$ cat config.mk
export PLATFORM = sky130hd
export DESIGN_NAME = pipe_inst_queue
export DESIGN_NICKNAME = d
export VERILOG_FILES = /design/src/rtl/pipe_pkg.sv /design/src/rtl/pipe_inst_queue_mem.sv /design/src/rtl/pipe_inst_queue.sv
export SDC_FILE = /design/constraint.sdc
export NUM_CORES = 1
export LEC_CHECK = 0
export BUFFER_PORTS_ARGS = -buffer_cell sky130_fd_sc_hd__buf_4
export CAP_MARGIN = 20
export CORE_ASPECT_RATIO = 0.75
export CORE_UTILIZATION = 45
export DETAILED_ROUTE_END_ITERATION = 16
export PLACE_DENSITY = 0.65
export SETUP_SLACK_MARGIN = 0.15
export SYNTH_ARGS = -nofsm -noshare
export SYNTH_HDL_FRONTEND = slang
export SYNTH_SLANG_ARGS = --single-unit
$ cat constraint.sdc
create_clock -name clk -period 7.2 [get_ports clk]
set_input_delay 1.44 -clock clk [delete_from_list [all_inputs] [get_ports clk]]
set_output_delay 1.44 -clock clk [all_outputs]
set_load 0.005 [all_outputs]
$ cat src/rtl/pipe_pkg.sv
// rtl/pipe_pkg.sv - shared pipeline constants and the fetch-entry type
package pipe_pkg;

  localparam int INSTQ_DEPTH = 4;
  localparam int PIPE_AW     = 32;
  localparam int PIPE_DW     = 32;

  localparam logic [31:0] NOP = 32'h0000_0000;

  typedef struct packed {
    logic [PIPE_AW-1:0] pc;
    logic [PIPE_DW-1:0] inst;
  } fetch_entry_t;

endpackage

$ cat src/rtl/pipe_inst_queue_mem.sv
// rtl/pipe_inst_queue_mem.sv - DEPTH x W register array, sync write, async read, sync clear
module pipe_inst_queue_mem
  import pipe_pkg::*;
#(
  parameter int DEPTH = INSTQ_DEPTH,
  parameter int W     = PIPE_AW + PIPE_DW,
  parameter int PW    = $clog2(DEPTH)
) (
  input  logic          clk,
  input  logic          clr_i,
  input  logic          we_i,
  input  logic [PW-1:0] waddr_i,
  input  logic [W-1:0]  wdata_i,
  input  logic [PW-1:0] raddr_i,
  output logic [W-1:0]  rdata_o
);

  logic [W-1:0] mem_q [DEPTH];

  always_ff @(posedge clk) begin
    if (clr_i) begin
      for (int i = 0; i < DEPTH; i++) begin
        mem_q[i] <= '0;
      end
    end else if (we_i) begin
      mem_q[waddr_i] <= wdata_i;
    end
  end

  assign rdata_o = mem_q[raddr_i];

endmodule

$ cat src/rtl/pipe_inst_queue.sv
// rtl/pipe_inst_queue.sv - IF/ID decoupling instruction queue; INSTQ_BYPASS_EN enables empty fall-through
module pipe_inst_queue
  import pipe_pkg::*;
#(
  parameter int DEPTH = INSTQ_DEPTH,
  parameter int AW    = PIPE_AW,
  parameter int DW    = PIPE_DW
) (
  input  logic                     clk,
  input  logic                     clr,
  input  logic                     wr_en,
  input  logic [AW-1:0]            pc_in,
  input  logic [DW-1:0]            inst_in,
  output logic                     full,
  input  logic                     rd_en,
  output logic                     valid,
  output logic [AW-1:0]            pc_out,
  output logic [DW-1:0]            inst_out,
  input  logic                     flush,
  output logic [$clog2(DEPTH):0]   count
);

  localparam int PW = $clog2(DEPTH);
  localparam int CW = PW + 1;
  localparam logic [CW-1:0] FULL_CNT = CW'(DEPTH);

  logic [PW-1:0]    wp_q, wp_d, rp_q, rp_d;
  logic [CW-1:0]    count_q, count_d;
  logic             stored_v, byp, do_wr, do_rd;
  logic [AW+DW-1:0] head;

  assign count    = count_q;
  assign full     = (count_q == FULL_CNT);
  assign stored_v = (count_q != '0);

`ifdef INSTQ_BYPASS_EN
  assign byp = (count_q == '0) && wr_en && !flush && !clr;
`else
  assign byp = 1'b0;
`endif

  // A bypassed entry that is consumed in the same cycle is never stored.
  assign do_wr = wr_en && !full && !(byp && rd_en);
  assign do_rd = rd_en && stored_v;
  assign valid = stored_v || byp;

  always_comb begin
    wp_d    = wp_q;
    rp_d    = rp_q;
    count_d = count_q;
    if (flush) begin
      wp_d    = '0;
      rp_d    = '0;
      count_d = '0;
    end else begin
      if (do_wr) wp_d = wp_q + PW'(1);
      if (do_rd) rp_d = rp_q + PW'(1);
      case ({do_wr, do_rd})
        2'b10:   count_d = count_q + CW'(1);
        2'b01:   count_d = count_q - CW'(1);
        default: count_d = count_q;
      endcase
    end
  end

  always_ff @(posedge clk) begin
    if (clr) begin
      wp_q    <= '0;
      rp_q    <= '0;
      count_q <= '0;
    end else begin
      wp_q    <= wp_d;
      rp_q    <= rp_d;
      count_q <= count_d;
    end
  end

  pipe_inst_queue_mem #(
    .DEPTH (DEPTH),
    .W     (AW + DW),
    .PW    (PW)
  ) u_mem (
    .clk     (clk),
    .clr_i   (clr),
    .we_i    (do_wr && !flush),
    .waddr_i (wp_q),
    .wdata_i ({pc_in, inst_in}),
    .raddr_i (rp_q),
    .rdata_o (head)
  );

  always_comb begin
    pc_out   = '0;
    inst_out = DW'(NOP);
    if (byp) begin
      pc_out   = pc_in;
      inst_out = inst_in;
    end else if (stored_v) begin
      {pc_out, inst_out} = head;
    end
  end

endmodule

==> metrics <==
CP Cell Sequence buf_4, mux4_2, and2_1, buf_4; initial antenna violation count 0; gp weighted congestion 0.705; post-synthesis sequential area ratio 65.8%; Worst Setup End Kind primary output; CP max stage delay 0.96 ns; fill count 2129; CTS tree done; Cell Area, Synth 12000 sq um; Routed wire per std cell 20.6 um; Hold Path Class reg -> reg; Slowest-stage cell, CP dfxtp_4; row count 51; Post-DRT Antenna Nets 0; Ports 138; power density cells 241 nW/um^2; unrepaired setup endpoints after global routing false; Syn Nets 814; TritonCTS buffer count 26; Die Ht 143 um; Critical path buffers and inverters 2; # diodes 0; worst skew pair latency 0.53 ns; hold path start rp_q[0]; status finished clean; area of the die 27200 sq um; LEAKAGE 5.34 nW; Arr. time, crit path 2.98 ns; Slew HR 31.4%; vias 6436; Tot GR Track Use 19.3%; Startpoint Class register; fin. max-slew vios 0; FF-to-FF Start count[2]; Clock Tree Buf Depth 3; Stages on worst setup path 4; hold slack 0.531 ns; first-pass GRT wire length 39.4 mm; dpl cells 1184; max-cap violation count 0; hold buffer count at cts 0; FF-to-FF setup slack 4.53 ns; clock sinks 265; core area 26000 sq um; post-route design area 14100 sq um; Setup TNS 0 ns; critical path type reg -> out; largest net degree at the start of global routing 66; area delta synth->final 18.3%; Detailed Route Iter0 Violations 448; Final Skew 0.0213 ns; CTS clock-pin slew for the worst setup and hold paths 0.06 ns; Unique masters post-synth 27; CP Capture Point inst_out[16]; Max VDD drop 0.000169 V; post-CTS setup buffers 0; Yosys Warn Count 0; FF+latch count, synth 265; Mapped Cells 743; Root Buffer clkbuf_16; Nets 941; CP dominant cell by count buf_4; Final Hold Violating Endpoints 0; vias in the first global route 6738; post-layout min period 4.42 ns; Routed WL 25.4 mm; post-cts resize count 0; Max FO, Critical Path 44; final setup violating endpoints 0; die width 190 um; H-tree levels 1; DP Wirelength 13.6 mm; worst slew pin tran 1.03 ns; vias per cell 5.22; FF-to-FF End count[2]; R2R cell count 8; residual DRC count 0; Remaining Overflow, GRT 0; iteration count of the initial detailed-routing pass 5; CP top delay family flip-flops; WP data required 5.76 ns; starting density of the core 45.9%; Syn Area/Cell 16.1 sq um; fin cells 1234; fraction of layout cells with a size suffix above 1 30.0%; fmax 226 MHz; Tcrit/Tclk final 61.4%; Port Buffers 137; Post-DP Area 13200 sq um
## worst min path at each step
stage | depth (start not counted) | slack [ns] | to
finish | 2 | 0.53 | rp_q[0]
global route | 2 | 0.56 | rp_q[1]
CTS | 2 | 0.54 | register
detailed placement | 2 | 0.51 | register
global placement | 2 | 0.53 | register
floorplan | 2 | 0.48 | register
## worst reg2reg max path, delay by kind of cell, from the launching register on
kind / cells / cell delay (ns)
AND/OR/NAND/NOR: 3 / 1.19
adder cells (fa/ha/maj): 2 / 0.62
flip-flops: 1 / 0.42
XOR/XNOR: 1 / 0.17
AO/OA/AOI/OAI: 1 / 0.14
buffers and inverters: 1 / 0.08
## flip-flops by register name (all words and copies together) (netlist names), named ones only
signal,cells
u_mem.mem_q,256
count,3
rp_q,2
wp_q,2
## area by class of cell
type                            count  area (sq um)  area share [%]
Inverter                            6          22.5           0.159
Clock inverter                     17           181            1.28
Tap cell                          344           430            3.04
Clock buffer                       31           701            4.95
Multi-Input combinational cell    423          3790            26.8
Sequential cell                   265          7880            55.7
Timing Repair Buffer              148          1150            8.14
## layer usage
layer	GRT usage (%)	vias up	wire length [um]
li1	-	2942	-
met1	27.2	3260	11500
met2	31.7	209	12100
met3	3.37	25	1500
met4	3.75	0	338
met5	0	-	0
## cells in the final DEF, fill, tap and decap left out, types with 3 or more instances in the layout
cell type	Yosys	final
a21oi_1	4	4
and2_1	320	320
buf_4	1	146
bufinv_16	0	4
clkbuf_1	23	3
clkbuf_16	0	27
clkinv_1	0	3
clkinv_2	0	10
dfxtp_1	9	7
edfxtp_1	256	256
inv_1	6	6
mux4_2	64	64
nor2_1	6	6
o21ai_0	3	3
or2_4	0	3
or3_1	4	3
xor2_1	4	4
## metrics by stage
step / power [mW] / utilization, % / worst slack (ns)
floorplan: 1.93 / - / 0.179
global placement: 2.04 / 50.7 / 3.25
detailed placement: 2.05 / 50.7 / 3.24
CTS: 3.44 / 54.1 / 2.67
global route: 3.53 / 54.3 / 2.52
finish: 3.41 / 54.3 / 2.78
## cell usage after synthesis
cell type,count,area (sq um)
nand2_1,2,7.51
nor4_2,2,25.0
o21ai_0,3,15.0
mux4_2,64,1440
ha_1,1,12.5
clkbuf_1,23,86.3
xor2_1,4,35.0
fa_1,1,20.0
inv_1,6,22.5
nor4b_4,1,23.8
buf_2,8,40.0
edfxtp_1,256,7690
nor3b_4,1,18.8
buf_6,17,191
or2_2,3,18.8
buf_4,1,7.51
or2b_1,1,7.51
o311ai_0,1,8.76
nor2_1,6,22.5
or3b_4,1,11.3
a21oi_1,4,20.0
or3_1,4,25.0
dfxtp_1,9,180
or2_0,1,6.26
nor2_4,1,11.3
o31ai_1,2,15.0
and2_1,320,2000
## kinds of logic after synthesis
logic type / Yosys count / synth area share, %
AND/OR/NAND/NOR: 343 / 18.2
flip-flops: 265 / 65.8
multiplexers: 64 / 12.0
buffers and inverters: 55 / 2.91
AO/OA/AOI/OAI: 10 / 0.492
XOR/XNOR: 4 / 0.293
adder cells (fa/ha/maj): 2 / 0.272
## power breakdown
part	internal, mW	total [mW]	switching [mW]
Sequential	1.76	1.78	0.0242
Clock	0.836	1.40	0.567
Combinational	0.112	0.227	0.115
(Power assumes the default switching activity.)
